`src/rtl/ov7670_stream_capture.sv`:
```
// ov7670_stream_capture
// OV7670 capture front end, entirely in the sensor pixel-clock domain.
// Assembles raw sensor bytes into 1- or 2-byte pixels, tags each pixel with
// its x/y coordinate, and emits frame/line markers plus a sticky
// line-length error flag.
// Optional feature macro: OV7670_CAPTURE_DECIMATE_EN (2:1 decimation in both
// axes; only even sensor pixels of even sensor lines are emitted).

module ov7670_stream_capture #(
  parameter int BYTES_PER_PIX = 2,
  parameter int H_ACTIVE      = 640,
  parameter int V_ACTIVE      = 480,
  parameter int COORD_W       = 10
) (
  input  logic                       pclk_12,
  input  logic                       reset_n,
  input  logic                       start,
  input  logic                       vsync,
  input  logic                       href,
  input  logic [7:0]                 d,
  output logic [8*BYTES_PER_PIX-1:0] pix_data,
  output logic                       pix_valid,
  output logic [COORD_W-1:0]         pix_x,
  output logic [COORD_W-1:0]         pix_y,
  output logic                       line_start,
  output logic                       frame_start,
  output logic                       frame_done,
  output logic                       busy,
  output logic                       line_err
);

  localparam int                 PIX_W   = 8 * BYTES_PER_PIX;
  localparam logic [COORD_W-1:0] H_LIM   = COORD_W'(H_ACTIVE);
  localparam logic [COORD_W-1:0] V_LIM   = COORD_W'(V_ACTIVE);
  localparam logic [COORD_W-1:0] CNT_MAX = '1;
  localparam logic [COORD_W-1:0] CNT_ONE = COORD_W'(1);

  typedef enum logic [1:0] {IDLE, SYNC, ACTIVE} state_t;

  state_t state, state_next;

  logic       vsync_r, href_r, vsync_d, href_d;
  logic [7:0] d_r;
  logic       start_s1, start_s2;

  logic vs_rise, vs_fall, hr_rise, hr_fall;
  logic frame_start_ev, frame_done_ev;

  logic             pix_done;   // a complete sensor pixel is on d_r this cycle
  logic [PIX_W-1:0] pix_word;
  logic             odd_bytes;  // byte phase after this cycle (1 = half pixel pending)
  logic             keep_pix;   // sensor pixel survives decimation
  logic             keep_line;  // sensor line survives decimation

  logic [COORD_W-1:0] x_cnt, x_eff, x_next;
  logic [COORD_W-1:0] y_cnt, y_next;
  logic               first_pend, first_eff;
  logic               x_inc, y_inc, emit, line_close;
  logic               err_line, err_frame;

  // Input registers, edge-detect delay taps and the start synchroniser
  always_ff @(posedge pclk_12 or negedge reset_n) begin
    if (!reset_n) begin
      vsync_r  <= 1'b0;
      href_r   <= 1'b0;
      d_r      <= 8'h00;
      vsync_d  <= 1'b0;
      href_d   <= 1'b0;
      start_s1 <= 1'b0;
      start_s2 <= 1'b0;
    end else begin
      // NOTE: non-blocking assignments make every flop sample pre-edge values,
      // so the delay taps and synchroniser stages really are one cycle apart.
      vsync_r  <= vsync;
      href_r   <= href;
      d_r      <= d;
      vsync_d  <= vsync_r;
      href_d   <= href_r;
      start_s1 <= start;
      start_s2 <= start_s1;
    end
  end

  assign vs_rise =  vsync_r & ~vsync_d;
  assign vs_fall = ~vsync_r &  vsync_d;
  assign hr_rise =  href_r  & ~href_d;
  assign hr_fall = ~href_r  &  href_d;

  // Capture state register
  always_ff @(posedge pclk_12 or negedge reset_n) begin
    if (!reset_n) state <= IDLE;
    else          state <= state_next;
  end

  // Next-state logic and frame boundary events
  always_comb begin
    // NOTE: every always_comb output gets a default first so no path
    // leaves it unassigned and no latch is inferred.
    state_next     = state;
    frame_start_ev = 1'b0;
    frame_done_ev  = 1'b0;
    case (state)
      IDLE: begin
        if (start_s2) state_next = SYNC;
      end
      SYNC: begin
        if (!start_s2) begin
          state_next = IDLE;
        end else if (vs_fall) begin
          state_next     = ACTIVE;
          frame_start_ev = 1'b1;
        end
      end
      ACTIVE: begin
        // Dropping start mid-frame only takes effect at the frame end.
        if (vs_rise) begin
          frame_done_ev = 1'b1;
          state_next    = start_s2 ? SYNC : IDLE;
        end
      end
      default: state_next = IDLE;
    endcase
  end

  assign busy = (state != IDLE);

  // Byte assembly
  if (BYTES_PER_PIX == 2) begin : g_two_byte
    logic       phase, phase_eff;
    logic [7:0] hi_byte;

    // A new line always starts on a high byte, whatever the old phase was.
    assign phase_eff = hr_rise ? 1'b0 : phase;
    assign pix_done  = href_r & phase_eff;
    assign pix_word  = {hi_byte, d_r};
    assign odd_bytes = href_r ? ~phase_eff : phase;

    // Byte phase: toggles on every href-high cycle
    always_ff @(posedge pclk_12 or negedge reset_n) begin
      if (!reset_n) phase <= 1'b0;
      else          phase <= odd_bytes;
    end

    // High-byte holding register
    // NOTE: pure data register with no reset; its value only reaches
    // pix_data behind a completed pixel, so the power-up value never matters.
    always_ff @(posedge pclk_12) begin
      if (href_r && !phase_eff) hi_byte <= d_r;
    end
  end else begin : g_one_byte
    assign pix_done  = href_r;
    assign pix_word  = d_r;
    assign odd_bytes = 1'b0;
  end

`ifdef OV7670_CAPTURE_DECIMATE_EN
  logic sx_odd, sx_eff, sy_odd;

  assign sx_eff    = hr_rise ? 1'b0 : sx_odd;
  assign keep_pix  = ~sx_eff;
  assign keep_line = ~sy_odd;

  // Sensor pixel/line parity for 2:1 decimation
  always_ff @(posedge pclk_12 or negedge reset_n) begin
    if (!reset_n) begin
      sx_odd <= 1'b0;
      sy_odd <= 1'b0;
    end else begin
      if (pix_done)     sx_odd <= ~sx_eff;
      else if (hr_rise) sx_odd <= 1'b0;
      if (frame_start_ev)  sy_odd <= 1'b0;
      else if (line_close) sy_odd <= ~sy_odd;
    end
  end
`else
  assign keep_pix  = 1'b1;
  assign keep_line = 1'b1;
`endif

  // Pixel/line counters in output units; they saturate so an overlong line
  // or frame still reads as "not equal" at the check instead of wrapping.
  assign x_eff     = hr_rise ? '0 : x_cnt;
  assign x_inc     = pix_done & keep_pix;
  assign x_next    = (x_inc && x_eff != CNT_MAX) ? x_eff + CNT_ONE : x_eff;
  assign first_eff = hr_rise | first_pend;

  assign emit = (state == ACTIVE) && x_inc && keep_line &&
                (x_eff < H_LIM) && (y_cnt < V_LIM);

  // A vsync rise with href still high closes the open line in the same cycle.
  assign line_close = (state == ACTIVE) && (hr_fall || (vs_rise && href_r));
  assign y_inc      = line_close & keep_line;
  assign y_next     = (y_inc && y_cnt != CNT_MAX) ? y_cnt + CNT_ONE : y_cnt;

  assign err_line  = line_close && ((x_next != H_LIM) || odd_bytes);
  assign err_frame = frame_done_ev && (y_next != V_LIM);

  // Counter and first-pixel-of-line tracking
  always_ff @(posedge pclk_12 or negedge reset_n) begin
    if (!reset_n) begin
      x_cnt      <= '0;
      y_cnt      <= '0;
      first_pend <= 1'b0;
    end else begin
      x_cnt      <= x_next;
      y_cnt      <= frame_start_ev ? '0 : y_next;
      first_pend <= first_eff & ~emit;
    end
  end

  // Registered outputs: pixel strobe, coordinates, markers and sticky error
  always_ff @(posedge pclk_12 or negedge reset_n) begin
    if (!reset_n) begin
      pix_data    <= '0;
      pix_valid   <= 1'b0;
      pix_x       <= '0;
      pix_y       <= '0;
      line_start  <= 1'b0;
      frame_start <= 1'b0;
      frame_done  <= 1'b0;
      line_err    <= 1'b0;
    end else begin
      pix_valid   <= emit;
      line_start  <= emit & first_eff;
      frame_start <= frame_start_ev;
      frame_done  <= frame_done_ev;
      if (emit) begin
        pix_data <= pix_word;
        pix_x    <= x_eff;
        pix_y    <= y_cnt;
      end else if (frame_start_ev) begin
        pix_y <= '0;
      end
      // The frame_start clear takes priority over a coincident set.
      if (frame_start_ev)             line_err <= 1'b0;
      else if (err_line || err_frame) line_err <= 1'b1;
    end
  end

endmodule

```
`config.mk`:
```
export PLATFORM = sky130hd
export DESIGN_NAME = ov7670_stream_capture
export DESIGN_NICKNAME = d
export VERILOG_FILES = /design/src/rtl/ov7670_stream_capture.sv
export SDC_FILE = /design/constraint.sdc
export NUM_CORES = 1
export LEC_CHECK = 0
export BUFFER_PORTS_ARGS = -buffer_cell sky130_fd_sc_hd__buf_2
export CORE_MARGIN = 1.5
export CORE_UTILIZATION = 35
export DETAILED_ROUTE_END_ITERATION = 16
export PLACE_DENSITY_LB_ADDON = 0.05
export SYNTH_ARGS = -nofsm -noshare
export SYNTH_HDL_FRONTEND = slang
export SYNTH_SLANG_ARGS = --single-unit
```
`constraint.sdc`:
```
create_clock -name pclk_12 -period 2.59 [get_ports pclk_12]
set_input_delay 0.518 -clock pclk_12 [delete_from_list [all_inputs] [get_ports pclk_12]]
set_output_delay 0.518 -clock pclk_12 [all_outputs]
set_load 0.02 [all_outputs]
```
### Word level (Yosys, flattened, before mapping)

Cells that the tools add are included.

| storage, ports and cells | value |
|---|---|
| bits in registers | 87 |
| input port bits | 13 |
| output and inout bits | 42 |
| logic and storage cells | 88 |

| cells by class | value |
|---|---|
| add/sub/neg operators | 2 |
| $lt $le $gt $ge | 2 |
| equal/unequal tests | 9 |
| multiplexer cells | 21 |
| bitwise logic cells | 14 |
| reductions and logical operators | 19 |

Operators with widths:

| cell | count |
|---|---|
| 2-to-1 mux 10 bit | 6 |
| inequality test 10 bit (second input constant) | 3 |
| adder 10 x 1 -> 10 bit (second input constant) | 2 |
| logical AND 1 bit | 10 |
| < comparator 10 bit (second input constant) | 1 |
| < comparator 10 x 9 -> 1 bit (second input constant) | 1 |
| 2-to-1 mux 1 bit | 10 |
| inequality test 10 x 9 -> 1 bit (second input constant) | 1 |
| 2-to-1 mux 2 bit | 4 |
| bitwise AND 1 bit | 7 |
| NOT 1 bit | 6 |
| case mux 2 bit (3 select lines) | 1 |
| nonzero test 2 bit | 3 |
| inequality test 2 bit (second input constant) | 2 |
| logical OR 1 bit | 3 |
| inequality test 3 bit (second input constant) | 1 |
| AND reduction 3 bit | 1 |
| == test 2 x 1 -> 1 bit (second input constant) | 1 |
| == test 2 bit (second input constant) | 1 |
| logical NOT 2 bit | 1 |
| logical NOT 1 bit | 1 |
| OR 1 bit | 1 |

### Longest topological paths before layout

Gate-level depths: netlist of the first run.

| depth | value |
|---|---|
| depth in word-level cells | 12 |
| mapped depth | 13 |
| mapped depth without buffers | 11 |

### Worst setup path before layout of the first run

OpenSTA, ideal clock, no wires.

| timing path | value |
|---|---|
| path type | register to register |
| start point | register href_r |
| end point | register line_err |
| library setup time | 0.123 ns |
| data arrival time | 2.619 ns |
| required time | 2.467 ns |
| path slack | -0.152 ns |
| cell stages (with the launch flop) | 14 |
| buffers on the path | 3 |
| period minus slack after synthesis | 2.742 ns |
| cell sequence | dfrtp_1 > buf_2 > nand2b_1 > buf_2 > buf_2 > and2_1 > ha_1 > nand4_2 > nor2_1 > mux2_2 > nand4b_1 > or4_1 > nor3_2 > o2bb2ai_1 |

| between the ends | value |
|---|---|
| word-level cells in the longest chain between the ends | 10 |
| elaborated cells between the ends (all ways) | 24 |
| those cells by class | add/sub: 1; eq/ne: 3; mux: 5; bitwise: 5; reduce/logical: 10 |

RTL lines:

| what | line | source |
|---|---|---|
| start, declared | 42 | `logic vsync_r, href_r, vsync_d, href_d;` |
| start signal, assigned | 75 | `href_r <= href;` |
| bitwise AND 1 bit * | 86 | `assign hr_rise = href_r & ~href_d;` |
| 2-to-1 mux 10 bit * | 182 | `assign x_eff = hr_rise ? '0 : x_cnt;` |
| named net x_eff[1] | 55 | `logic [COORD_W-1:0] x_cnt, x_eff, x_next;` |
| parallel branches: the longest is 2 deep, another holds adder 10 x 1 -> 10 bit | - |  |
| 2-to-1 mux 10 bit * | 184 | `assign x_next = (x_inc && x_eff != CNT_MAX) ? x_eff + CNT_ONE : x_eff;` |
| named net x_next[6] | 55 |  |
| inequality test 10 bit * | 195 | `assign err_line = line_close && ((x_next != H_LIM) \|\| odd_bytes);` |
| logical OR 1 bit * | 195 |  |
| logical AND 1 bit * | 195 |  |
| logical OR 1 bit * | 236 | `else if (err_line \|\| err_frame) line_err <= 1'b1;` |
| nonzero test 2 bit (no source line) * | - |  |
| end signal, assigned | 221 | `line_err <= 1'b0;` |
| end signal, assigned | 235 | `if (frame_start_ev) line_err <= 1'b0;` |
| end signal, assigned | 236 |  |
| end, declared | 29 | `output logic line_err` |

Mark *: on every way through the listed nets, which the timed path passes.
A chain may end at the register's enable or synchronous reset.

### Worst setup path after layout of the first run

Same ends and word-level chain as after synthesis.

==> impl_metrics.tcl, run 1 <==
set metrics [dict create \
    status "finished clean" \
    crit_family "simple AND/OR/NAND/NOR gates" \
    cts-root-buf "clkbuf_8" \
    wirelength_um 7830 \
    grt_pass1_wl_um 13400 \
    critPathKind "reg2reg" \
    cts_buffers 9 \
    ios 55 \
    tns_ps 0 \
    reg2reg_to "line_err$_DFFE_PN0P_" \
    grt_overflow 0 \
    cap_violations 0 \
    crit_path_start_kind "flip-flop" \
    worst-path-buf-inv 0 \
    die_w_um 105 \
    cts_tree "yes" \
    hold_violations 0 \
    synthCells 351 \
    layout.nets 428 \
    fmax_mhz 415 \
    num_antenna_cells 0 \
    synth_area_per_cell_um2 10.3 \
    async_reset_ff_share_pct 90.8 \
    cts.repair.resized 0 \
    cellLeakagePower_uw 0.00214 \
    wl_per_cell_um 14.2 \
    slew_violations 0 \
    setup_violations 0 \
    numPortBuffers 54 \
    rrSetupSlack_ps 180 \
    clk_latency_ps 380 \
    syn-num-nets 366 \
    cts_hold_buffers 0 \
    crit_chain "nand2b_1 > and2_4 > ha_2 > nand4_2 > nor2_1 > mux2_2 > nand4b_1 > or4_1 > nor3_2 > o2bb2ai_1" \
    vias 2673 \
    cellPowerDensity_nw_per_um2 658 \
    worst_clock_skew_ps 15.6 \
    slowest_stage "or4_1" \
    drive_gt1_share_pct 23.7 \
    routabilityCongestion 0.830 \
    fin_crit_sh_pct 93.1 \
    stdcell_count 551 \
    clkTransAtPathRegs_ps 90 \
    cts_buffer_depth 2 \
    cp.required_ps 2850 \
    synth-main-ff-cell "dfrtp_1" \
    synth_commonest_cells "nand2_1, dfrtp_1, nand3_1, nor2_1, clkbuf_1" \
    r2r_start "href_r$_DFF_PN0_" \
    grt_pass1_vias 2702 \
    yosysMostFrequentCell "nand2_1" \
    grt_max_degree 59 \
    relSlewSlack_pct 68.7 \
    synth.distinct_cells 44 \
    worst_slew_pin_slew_ps 469 \
    yosysSeqAreaShare_pct 61.2 \
    htree_levels 3 \
    syn_area_um2 3620 \
    grt_usage_pct 15.7 \
    synth_top_area_share_pct 54.6 \
    syn2layout_area_growth_pct 18.9 \
    dp_hpwl_um 5220 \
    dpl.cell_count 535 \
    arrival_ps 2670 \
    drcViolationCount 0 \
    slowest_delay_ps 430 \
    row_count 36 \
    antenna_found_initial 0 \
    r2r_cells 10 \
    n_fill_cell 1007 \
    drt-initial-drc-count 116 \
    synth-seq-cells 87 \
    path_max_fanout 4 \
    first_pass_iters 6 \
    synth_warnings 0 \
    yosysTopAreaCell "dfrtp_1" \
    seqCellArea_um2 2220 \
    synth_edf_count 8 \
    fin_crit_ps 2410 \
    rsz0062_at_grt "no" \
    core_um2 9910 \
    ant_nets 0 \
    synth.area.top_cells "dfrtp_1, nand2_1, edfxtp_1" \
    hold_class "in2async" \
    worstSetupEndpointType "flip-flop" \
    cts_setup_buffers 0 \
    die_h_um 105 \
    max-vdd-ir-drop_v 0.000424 \
    die-area_um2 11000 \
    viasPerCell 4.85 \
    multi_input_area_um2 1350 \
    initial_core_util_pct 36.6 \
    cts.sinks 87 \
]
==> per-stage QoR <==
stage                     power (µW)  cell area (µm²)  hold WS, ps  setup WS [ps]  util, %
after floorplan                 1780             3640          222           6.76        -
after global placement          1950             4120          336            187     41.6
after detailed placement        1960             4120          341            148     41.6
after CTS                       2890             4310         13.1            134     43.5
after global routing            2990             4310         20.1           31.0     43.5
final                           2840             4310         23.8            178     43.5
==> flip-flops by register name (all words and copies together) (netlist names), 2 cells and up <==
register and flops:
x_cnt 10, pix_x 10, state 2, d_r 8
pix_data 16, pix_y 10, g_two_byte.hi_byte 8, y_cnt 10
==> cell type report <==
cell class	count	share of cell area, %
timing repair buffer	66	8.71
clock inverter	5	0.929
tap	133	3.86
multi-input combinational	246	31.3
sequential	87	51.5
clock buffer	11	3.51
inverter	3	0.261
==> power by group <==
group,leakage (µW),switching [µW],internal (µW)
Sequential,0.00112,58.9,1480
Combinational,0.000928,241,143
Clock,0.0000886,508,407
==> logic make-up after synthesis <==
group,Yosys count,synth area share [%]
buffers and inverters,18,1.97
and+or+nand+nor,186,23.9
adders and majority gates,2,0.690
DFF,87,61.2
AOI/OAI and AO/OA,39,7.22
muxes,7,2.14
xor gates and xnor gates,12,2.90
==> cells in the final DEF (no fill, tap or decap), types with 6 or more instances in the layout <==
cell type / synthesis / final
buf_2: 3 / 53
mux2_2: 6 / 6
buf_4: 0 / 12
clkbuf_8: 0 / 11
a21oi_1: 8 / 8
nor2_1: 21 / 21
xor2_1: 7 / 7
dfrtp_1: 79 / 79
edfxtp_1: 8 / 8
and3_1: 8 / 8
nand2_1: 96 / 96
o21ai_0: 10 / 10
nand3_1: 26 / 26
==> worst reg2reg max path, stage by stage (launching register included) <==
cell and delay (ps):
dfrtp_1 380, nand2b_1 110, and2_4 160, ha_2 180, nand4_2 140, nor2_1 160, mux2_2 360, nand4b_1 160
or4_1 430, nor3_2 150, o2bb2ai_1 80
==> metal layers <==
metal,vias up,track usage [%],wire [µm]
li1,1314,-,-
met1,1265,20.0,3760
met2,71,23.6,3470
met3,23,5.61,415
met4,0,7.34,186
met5,-,0,0
==> worst max-delay path by stage <==
stage | from | end | slack (ps) | cells past startpoint
floorplan | href_r$_DFF_PN0_ | line_err$_DFFE_PN0P_ | 7 | 13
global placement | href_r$_DFF_PN0_ | line_err$_DFFE_PN0P_ | 190 | 10
detailed placement | href_r$_DFF_PN0_ | line_err$_DFFE_PN0P_ | 150 | 10
CTS | href_r$_DFF_PN0_ | line_err$_DFFE_PN0P_ | 130 | 10
global route | href_r$_DFF_PN0_ | line_err$_DFFE_PN0P_ | 30 | 10
finish | href_r$_DFF_PN0_ | line_err$_DFFE_PN0P_ | 180 | 10
Power figures use the tool's default switching activity.
==> run 2, diff against run 1 <==
--- a/config.mk
+++ b/config.mk
@@ -6,9 +6,11 @@
 export NUM_CORES = 1
 export LEC_CHECK = 0
 export BUFFER_PORTS_ARGS = -buffer_cell sky130_fd_sc_hd__buf_2
+export CORE_ASPECT_RATIO = 0.8
 export CORE_MARGIN = 1.5
 export CORE_UTILIZATION = 35
 export DETAILED_ROUTE_END_ITERATION = 16
+export MAX_ROUTING_LAYER = met4
 export PLACE_DENSITY_LB_ADDON = 0.05
 export SYNTH_ARGS = -nofsm -noshare
 export SYNTH_HDL_FRONTEND = slang
==> impl_metrics.tcl, run 2 (synthesized netlist as in run 1, its figures left out) <==
set metrics [dict create \
    status "finished clean" \
    worst_clock_skew_ps 4.96 \
    num_antenna_cells 0 \
    antenna_found_initial 0 \
    clockPowerShare_pct 37.7 \
    wirelength_um 8180 \
    dp_hpwl_um 5540 \
    drcViolationCount 0 \
    cellPowerDensity_nw_per_um2 699 \
    grt_pass1_wl_um 13400 \
    routabilityCongestion 0.866 \
    setup_violations 0 \
    crit_path_start_kind "flip-flop" \
    worstSetupEndpointType "flip-flop" \
    slowest_delay_ps 500 \
    cts.repair.resized 0 \
    grt_overflow 0 \
    drive_gt1_share_pct 24.1 \
    dpl-instance-area_um2 4130 \
    cts_buffer_depth 2 \
    worst_path_most_repeated_cell "nand2b_1" \
    cap_violations 0 \
    row_count 33 \
    cellLeakagePower_uw 0.00219 \
    largest_reg_flops 16 \
    largest-register "pix_data" \
    die_w_um 117 \
    numPortBuffers 54 \
    final_cell_mix "nand2_1, dfrtp_1, buf_2, nand3_1, nor2_1" \
    slowest_stage "or4_1" \
    fmax_mhz 405 \
    die-area_um2 11000 \
    finalPower_uw 3100 \
    dpl.cell_count 543 \
    worst-path-buf-inv 0 \
    comb_power_share_pct 12.3 \
    stdcell_count 559 \
    cts_tree "yes" \
    cts_setup_buffers 0 \
    path_max_fanout 4 \
    crit_family "simple AND/OR/NAND/NOR gates" \
    worst_slew_pin_slew_ps 537 \
    vias 2710 \
    first_pass_iters 4 \
    layout.nets 429 \
    ant_nets 0 \
    switching_share_pct 26.7 \
    viasPerCell 4.85 \
    cts_buffers 9 \
    cp.required_ps 2810 \
    hold_class "in2async" \
    die_h_um 94.0 \
    wl_per_cell_um 14.6 \
    htree_levels 3 \
    final_common_cell "nand2_1" \
    arrival_ps 2690 \
    rsz0062_at_grt "no" \
    fin_hold_ws_ps 171 \
    cts-root-buf "clkbuf_16" \
    fin_crit_sh_pct 95.3 \
    crit_chain "nand2b_1 > and2_4 > ha_2 > nand4_4 > o311ai_4 > xor2_2 > nand2b_1 > or4_1 > nor3_2 > o2bb2ai_1" \
    p_switching_uw 827 \
    fin_crit_ps 2470 \
    ios 55 \
    tns_ps 0 \
    cts_hold_buffers 0 \
    max-vdd-ir-drop_v 0.000326 \
    initial_core_util_pct 35.7 \
    power_frac_seq_pct 49.9 \
    grt_usage_pct 16.6 \
    slew_violations 0 \
    internal_power_uw 2270 \
    drt-initial-drc-count 108 \
    core_um2 10200 \
    clkTransAtPathRegs_ps 60 \
    syn2layout_area_growth_pct 22.3 \
    clk_latency_ps 330 \
    relSlewSlack_pct 64.2 \
    final_cell_area_um2 4430 \
    n_fill_cell 1057 \
    hold_violations 0 \
    critPathKind "reg2reg" \
    grt_max_degree 42 \
    grt_pass1_vias 2621 \
    cts.sinks 87 \
]
-- run 2: cell count changes in the layout (fill, tap and decap cells not counted), moves of 2 or more --
cell and delta:
clkbuf_16 +9, clkbuf_8 -11, clkinv_2 +3, inv_6 -2
-- run 2: worst register-to-register path, cell delays in order, from the launching register on --
cell and delay (ps):
dfrtp_1 370, nand2b_1 110, and2_4 170, ha_2 200, nand4_4 150, o311ai_4 360, xor2_2 190, nand2b_1 60
or4_1 500, nor3_2 160, o2bb2ai_1 80
-- run 2: power by group through the flow --
stage / Combinational [µW] / Sequential (µW) / Clock [µW]
after floorplan: 138 / 1650 / 0
after global placement: 386 / 1570 / 0
after detailed placement: 386 / 1570 / 0
after CTS: 387 / 1550 / 1210
after global routing: 430 / 1560 / 1250
final: 382 / 1550 / 1170
-- run 2: final cells by class --
| class | instances | area [µm²] | share of cell area [%] |
|---|---|---|---|
| inverter | 3 | 11.3 | 0.254 |
| tap | 140 | 175 | 3.95 |
| sequential | 87 | 2220 | 50.0 |
| timing repair buffer | 67 | 383 | 8.64 |
| clock buffer | 10 | 229 | 5.17 |
| multi-input combinational | 246 | 1380 | 31.1 |
| clock inverter | 6 | 38.8 | 0.875 |
-- run 2: path summary, 6_finish.rpt --
| check | from | end | slack, ps | cells past startpoint |
|---|---|---|---|---|
| worst min-delay path | reset_n | pix_x[2]$_DFFE_PN0P_ | 170 | 1 |
| max in group asynchronous | reset_n | pix_data[2]$_DFFE_PN0P_ | 1830 | 2 |
| worst max register to register | href_r$_DFF_PN0_ | line_err$_DFFE_PN0P_ | 120 | 10 |
| min in group pclk_12 | d[4] | d_r[4]$_DFF_PN0_ | 280 | 1 |
| worst max-delay path | href_r$_DFF_PN0_ | line_err$_DFFE_PN0P_ | 120 | 10 |
| worst min register to register | start_s1$_DFF_PN0_ | start_s2$_DFF_PN0_ | 350 | 0 |
-- run 2: per-stage QoR --
| step | util (%) | worst slack (ps) |
|---|---|---|
| 2_1_floorplan | - | 6.76 |
| 3_3_place_gp | 40.7 | 201 |
| 3_5_place_dp | 40.7 | 101 |
| 4_1_cts | 43.3 | 80.8 |
| 5_1_grt | 43.6 | 12.0 |
| 6_report | 43.6 | 122 |
-- run 2: metal layers --
metal | wire, µm | GRT usage [%]
met1 | 3830 | 22.0
met2 | 3850 | 25.1
met3 | 334 | 3.61
met4 | 159 | 6.12
met5 | 0 | -
